===== config.mk =====
export PLATFORM = sky130hd
export DESIGN_NAME = aes_block_serializer
export DESIGN_NICKNAME = d
export VERILOG_FILES = /design/src/rtl/aes_block_serializer.sv
export SDC_FILE = /design/constraint.sdc
export NUM_CORES = 1
export LEC_CHECK = 0
export ABC_CLOCK_PERIOD_IN_PS = 6900
export CORE_UTILIZATION = 40
export CTS_CLUSTER_DIAMETER = 150
export DETAILED_ROUTE_END_ITERATION = 8
export GPL_TIMING_DRIVEN = 0
export PLACE_DENSITY = 0.71
export SYNTH_ARGS = -nofsm -noshare
export SYNTH_HDL_FRONTEND = slang
export SYNTH_SLANG_ARGS = --single-unit

===== constraint.sdc =====
create_clock -name clk -period 6.9 [get_ports clk]
set_input_delay 2.07 -clock clk [delete_from_list [all_inputs] [get_ports clk]]
set_output_delay 2.07 -clock clk [all_outputs]
set_load 0.02 [all_outputs]

===== src/rtl/aes_block_serializer.sv =====
// Drains 128-bit AES-CTR blocks into an OUT_W-bit word stream, most-significant word first.
// Optional build macro AES_SER_BYTE_SWAP_EN byte-reverses each output word for little-endian buses.
module aes_block_serializer #(
    parameter int OUT_W = 32
) (
    input  logic             clk,
    input  logic             reset,
    input  logic [127:0]     in_block,
    input  logic             in_last,
    input  logic             in_valid,
    output logic             in_ready,
    output logic [OUT_W-1:0] out_data,
    output logic             out_last,
    output logic             out_valid,
    input  logic             out_ready,
    output logic             busy
);
    // state | meaning
    // IDLE  | no block held; ready for a new block
    // SEND  | emitting word idx of the held block

    localparam int NWORDS = 128 / OUT_W;
    localparam int IDX_W  = (NWORDS > 1) ? $clog2(NWORDS) : 1;
    localparam logic [IDX_W-1:0] LAST_IDX = IDX_W'(NWORDS - 1);

    typedef enum logic {
        IDLE = 1'b0,
        SEND = 1'b1
    } state_t;

    state_t             state, state_nxt;
    logic [IDX_W-1:0]   idx, idx_nxt;
    logic [127:0]       blk_buf, blk_buf_nxt;
    logic               last_flag, last_flag_nxt;

    logic               at_last;
    logic               blk_acc;
    logic               word_xfer;
    logic [OUT_W-1:0]   words [NWORDS];
    logic [OUT_W-1:0]   word_sel;
    logic [OUT_W-1:0]   word_out;

    assign at_last   = (idx == LAST_IDX);
    // The only combinational input-to-output path: out_ready opens the slot for a back-to-back block.
    assign in_ready  = (state == IDLE) || (at_last && out_ready);
    assign blk_acc   = in_valid && in_ready;
    assign word_xfer = (state == SEND) && out_ready;

    always_ff @(posedge clk or posedge reset) begin
        if (reset) begin
            state     <= IDLE;
            idx       <= '0;
            blk_buf   <= '0;
            last_flag <= 1'b0;
        end else begin
            state     <= state_nxt;
            idx       <= idx_nxt;
            blk_buf   <= blk_buf_nxt;
            last_flag <= last_flag_nxt;
        end
    end

    always_comb begin
        state_nxt     = state;
        idx_nxt       = idx;
        blk_buf_nxt   = blk_buf;
        last_flag_nxt = last_flag;
        case (state)
            IDLE: begin
                if (blk_acc) begin
                    blk_buf_nxt   = in_block;
                    last_flag_nxt = in_last;
                    idx_nxt       = '0;
                    state_nxt     = SEND;
                end
            end
            SEND: begin
                if (word_xfer) begin
                    if (!at_last) begin
                        idx_nxt = idx + 1'b1;
                    end else if (blk_acc) begin
                        blk_buf_nxt   = in_block;
                        last_flag_nxt = in_last;
                        idx_nxt       = '0;
                    end else begin
                        idx_nxt   = '0;
                        state_nxt = IDLE;
                    end
                end
            end
            default: begin
                state_nxt = IDLE;
                idx_nxt   = '0;
            end
        endcase
    end

    for (genvar w = 0; w < NWORDS; w++) begin : g_words
        assign words[w] = blk_buf[127 - w*OUT_W -: OUT_W];
    end

    assign word_sel = words[idx];

`ifdef AES_SER_BYTE_SWAP_EN
    for (genvar b = 0; b < OUT_W/8; b++) begin : g_swap
        assign word_out[8*b +: 8] = word_sel[OUT_W-8-8*b +: 8];
    end
`else
    assign word_out = word_sel;
`endif

    assign out_valid = (state == SEND);
    assign busy      = (state == SEND);
    assign out_data  = (state == SEND) ? word_out : '0;
    assign out_last  = (state == SEND) && last_flag && at_last;

endmodule


-- After elaboration in Yosys (flattened, before gate mapping)
Cells that the tools add are included.
- input port bits: 133
- flip-flop bits (word level): 132
- order comparisons: 1
- muxes and demuxes: 20
- bitwise logic cells: 2
- equality and inequality tests: 4
- reduce and logical (&&, ||, !) cells: 8
- add/subtract/negate cells: 1
- operator list (operator ; number):
    128-bit 2-to-1 mux ; 3
    128-bit case mux with 2 select lines ; 1
    32-bit 2-to-1 mux ; 3
    32-bit binary-select mux with 2-bit select ; 1
    1-bit 2-to-1 mux ; 6
    2-bit 2-to-1 mux ; 3
    1-bit logical AND ; 5
    2-bit by 1-bit != test with 1-bit output (second input constant) ; 2
    1-bit case mux with 2 select lines ; 2
    2-bit case mux with 2 select lines ; 1
    2-bit AND reduction ; 2
    3-bit >= comparator (second input constant) ; 1
    2-bit NOT with 3-bit output ; 1
    2-bit by 1-bit adder with 2-bit output (second input constant) ; 1
    2-bit equality test (second input constant) ; 1
    2-bit != test (second input constant) ; 1
    1-bit logical OR ; 1
    1-bit NOT ; 1

-- Logic depth before layout (Yosys ltp)
- depth after elaboration: 8
- depth in mapped cells: 6
- mapped depth without buffers: 4

-- Worst setup path before layout
Ideal clock, no wire load.
- kind: input port to output port
- start: in out_ready
- end: out in_ready
- arrival: 2.298 ns
- path slack: 2.532 ns
- stages: 1
- buffers on the path: 0
- cells stage by stage: a21bo_4
- longest elaborated chain between the ends: 2
- ends and longest elaborated chain (what ; RTL line ; text):
    start, declared ; 15 ; input logic out_ready,
    1-bit logical AND ; 45 ; assign in_ready = (state == IDLE) || (at_last && out_ready);
    1-bit logical OR ; 45 ;
    end, declared ; 11 ; output logic in_ready,
No other way between the ends.

-- Worst setup path in the final report
Same ends and word-level chain as after synthesis.

==> flow_metrics.py <==
metrics = {
    "run_status": {
        "outcome": "finished, violations left",
        "failed_checks": "design-rule violations",
    },
    "global_route": {
        "grt_max_degree": 88,
        "grt.overflow.total": 0,
        "antenna_found_initial": 0,
        "grt_pass1_vias": 4495,
        "grt_first_pass_wirelength_mm": 23.7,
        "grtUsageTotal": 0.202,
    },
    "routing": {
        "via_per_inst": 5.03,
        "drt-pass1-iter-count": 7,
        "num_vias": 3965,
        "postRouteAntennaNets": 0,
        "drc": 11,
        "wl_per_cell_um": 18.6,
        "drt-total-wl_mm": 14.7,
        "drt_iter0_drc": 173,
    },
    "setup_path": {
        "required_ns": 4.83,
        "critical_path_class": "primary input to output pin",
        "cp_max_fo": 4,
        "cp-start-kind": "primary input",
        "worstSetupEndpointType": "output pin",
        "r2r_cells": 6,
        "worst-endpoint-arrival_ns": 3.41,
    },
    "synth": {
        "syn-instance-count": 403,
        "synth_compound_area_frac": 0.0380,
        "synth_xor_area_frac": 0,
        "synth_top_family_by_area": "multiplexers",
        "synth_warnings": 0,
        "synth_top_area_frac": 0.543,
        "synth_cell_types": 21,
        "synth_simple_gate_area_frac": 0.0107,
        "synth_nets": 537,
        "yosysSeqAreaShare": 0.543,
        "synth_top_area_cell": "dfrtp_1",
        "syn_area_sq_mm": 0.00609,
        "synth_area_per_cell_sq_um": 15.1,
        "synthAdderAreaFrac": 0.00206,
        "ys_ff_latch": 132,
        "synthMuxAreaShare": 0.352,
        "ys_top_cells_by_area": "dfrtp_1 54%, mux2_2 22%, mux2i_1 11%",
    },
    "clock_tree": {
        "clock_path_buffers": 2,
        "numCtsBuffers": 17,
        "cts_setup_buffers": 0,
        "cts_num_sinks": 132,
        "htreeDepth": 4,
        "cts_tree": "built",
        "cts-hold-fix-buffers": 0,
        "clock-root-buffer": "clkbuf_16",
        "clkTransAtPathRegs_ns": 0.05,
        "ctsResizeCount": 0,
        "clk_latency_ns": 0.41,
    },
    "place": {
        "dp_cells": 756,
        "hpwlAfterDp_mm": 10.3,
        "io_buffers": 168,
        "gp_congestion": 0.777,
    },
    "floorplanning": {
        "core_sq_mm": 0.0147,
        "io_pins": 169,
        "die_area_sq_mm": 0.0157,
        "dieWidth_um": 125,
        "start_util": 0.414,
        "die_h_um": 125,
        "num_rows": 44,
    },
    "timing": {
        "hold_viol": 0,
        "drv_slew": 0,
        "setup_viol": 0,
        "worst_pin_slew_ns": 0.662,
        "relSlewSlack": 0.559,
        "fin_crit_ns": 5.48,
        "skew_ns": 0.00522,
        "setup_tns_ns": 0,
        "grt_setup_unrepaired": "no",
        "fin_crit_sh": 0.795,
        "max_freq_mhz": 182,
    },
    "finish": {
        "syn_to_final_growth_pct": 42.8,
        "n_antenna_cell": 0,
        "final_layout_size_suffix_gt1_frac": 0.308,
        "utilization": 0.591,
        "fin_cells": 788,
        "nets": 725,
        "fill_cells": 1181,
        "regArea_sq_mm": 0.00330,
        "multiInputGateArea_sq_mm": 0.00245,
    },
    "power": {
        "peakVddDrop_mv": 0.352,
        "leakagePower_nw": 3.79,
        "power_density_mw_per_mm2": 495,
    },
    "worst_hold_path": {
        "hp-class": "flip-flop to flip-flop",
        "holdPathStages": 1,
    },
    "job": {
        "drv_cap": 0,
    },
}
==> Yosys cell counts <==
library cell  count
a21bo_4           1
and3_1            1
buf_12           11
buf_2             3
buf_4             6
buf_6             2
clkbuf_1          7
dfrtp_1         132
ha_1              1
inv_1             1
mux2_2          120
mux2_4           10
mux2i_1          64
nand2_1           2
nand2_4           1
nand2b_1          3
nor2b_1           1
nor3b_1           1
o21ai_0           3
o22ai_1          32
or2b_1            1
==> layout make-up <==
cell class              count  area share
repair buffers            169       0.197
multi-input cells         241       0.282
flip-flops and latches    132       0.380
clock inverters            11      0.0229
well taps                 184      0.0265
clock buffers              21      0.0530
inverters                   1     0.00101
plain buffers              29      0.0379
==> flip-flops by register name, summed over array words and instances, names as in the netlist <==
name,flops
last_flag,1
idx,2
busy,1
blk_buf,128
==> cell usage in the layout, fill, tap and decap left out, types with 2 or more instances in the layout <==
| cell type | Yosys | layout |
|---|---|---|
| mux2_2 | 120 | 120 |
| o21ai_0 | 3 | 3 |
| clkinvlp_4 | 0 | 3 |
| mux2i_1 | 64 | 64 |
| mux2_4 | 10 | 10 |
| nand2_1 | 2 | 2 |
| bufinv_16 | 0 | 5 |
| clkbuf_16 | 0 | 17 |
| buf_4 | 6 | 6 |
| nand2b_1 | 3 | 3 |
| buf_12 | 11 | 11 |
| o22ai_1 | 32 | 32 |
| buf_2 | 3 | 3 |
| dfrtp_1 | 132 | 132 |
| clkbuf_1 | 7 | 9 |
| clkdlybuf4s50_1 | 0 | 168 |
| clkinv_4 | 0 | 2 |
| clkbuf_8 | 0 | 2 |
| buf_6 | 2 | 2 |
| inv_6 | 0 | 2 |
==> power by group <==
group          switching, W  internal [W]  total, W
Combinational      0.000872       0.00107   0.00194
Clock              0.000335      0.000663  0.000998
Sequential         0.000199       0.00117   0.00137
Total               0.00141       0.00290   0.00431
==> layer usage <==
| metal | vias to the layer above | GRT usage | routed length [um] |
|---|---|---|---|
| li1 | 1856 | - | - |
| met1 | 1977 | 0.249 | 6320 |
| met2 | 122 | 0.328 | 7030 |
| met3 | 10 | 0.0783 | 1220 |
| met4 | 0 | 0.0588 | 131 |
| met5 | - | 0 | 0 |
==> stage by stage <==
stage | total power (W) | setup slack (ns) | area (sq um) | hold WS, ns
after floorplan | 0.00261 | 1.30 | 6090 | 0.471
after global placement | 0.00328 | -0.476 | 8000 | 0.486
after detailed placement | 0.00333 | 1.42 | 8030 | 0.492
after CTS | 0.00435 | 1.41 | 8690 | 0.505
after global routing | 0.00456 | 1.35 | 8690 | 0.517
final | 0.00431 | 1.42 | 8690 | 0.502
==> worst max-delay path, stage by stage <==
cell and delay, ns:
clkdlybuf4s50_1 0.54, a21bo_4 0.17, clkdlybuf4s50_1 0.63
==> path summary, 6_finish.rpt <==
check	end	from	slack, ns
max	in_ready	out_ready	1.42
min	blk_buf[104]$_DFFE_PP0P_	blk_buf[104]$_DFFE_PP0P_	0.50
max reg2reg	blk_buf[45]$_DFFE_PP0P_	idx[0]$_DFFE_PP0P_	5.04
min reg2reg	blk_buf[104]$_DFFE_PP0P_	blk_buf[104]$_DFFE_PP0P_	0.50
max in group asynchronous	blk_buf[65]$_DFFE_PP0P_	reset	4.06
min in group asynchronous	blk_buf[10]$_DFFE_PP0P_	reset	2.06
==> cells by family after synthesis <==
| logic type | Yosys count |
|---|---|
| compound gates | 36 |
| buf+inv | 30 |
| simple gates | 10 |
| flops | 132 |
| fa+ha+maj | 1 |
| mux | 194 |
No activity file was read; power rests on OpenSTA's default activity.
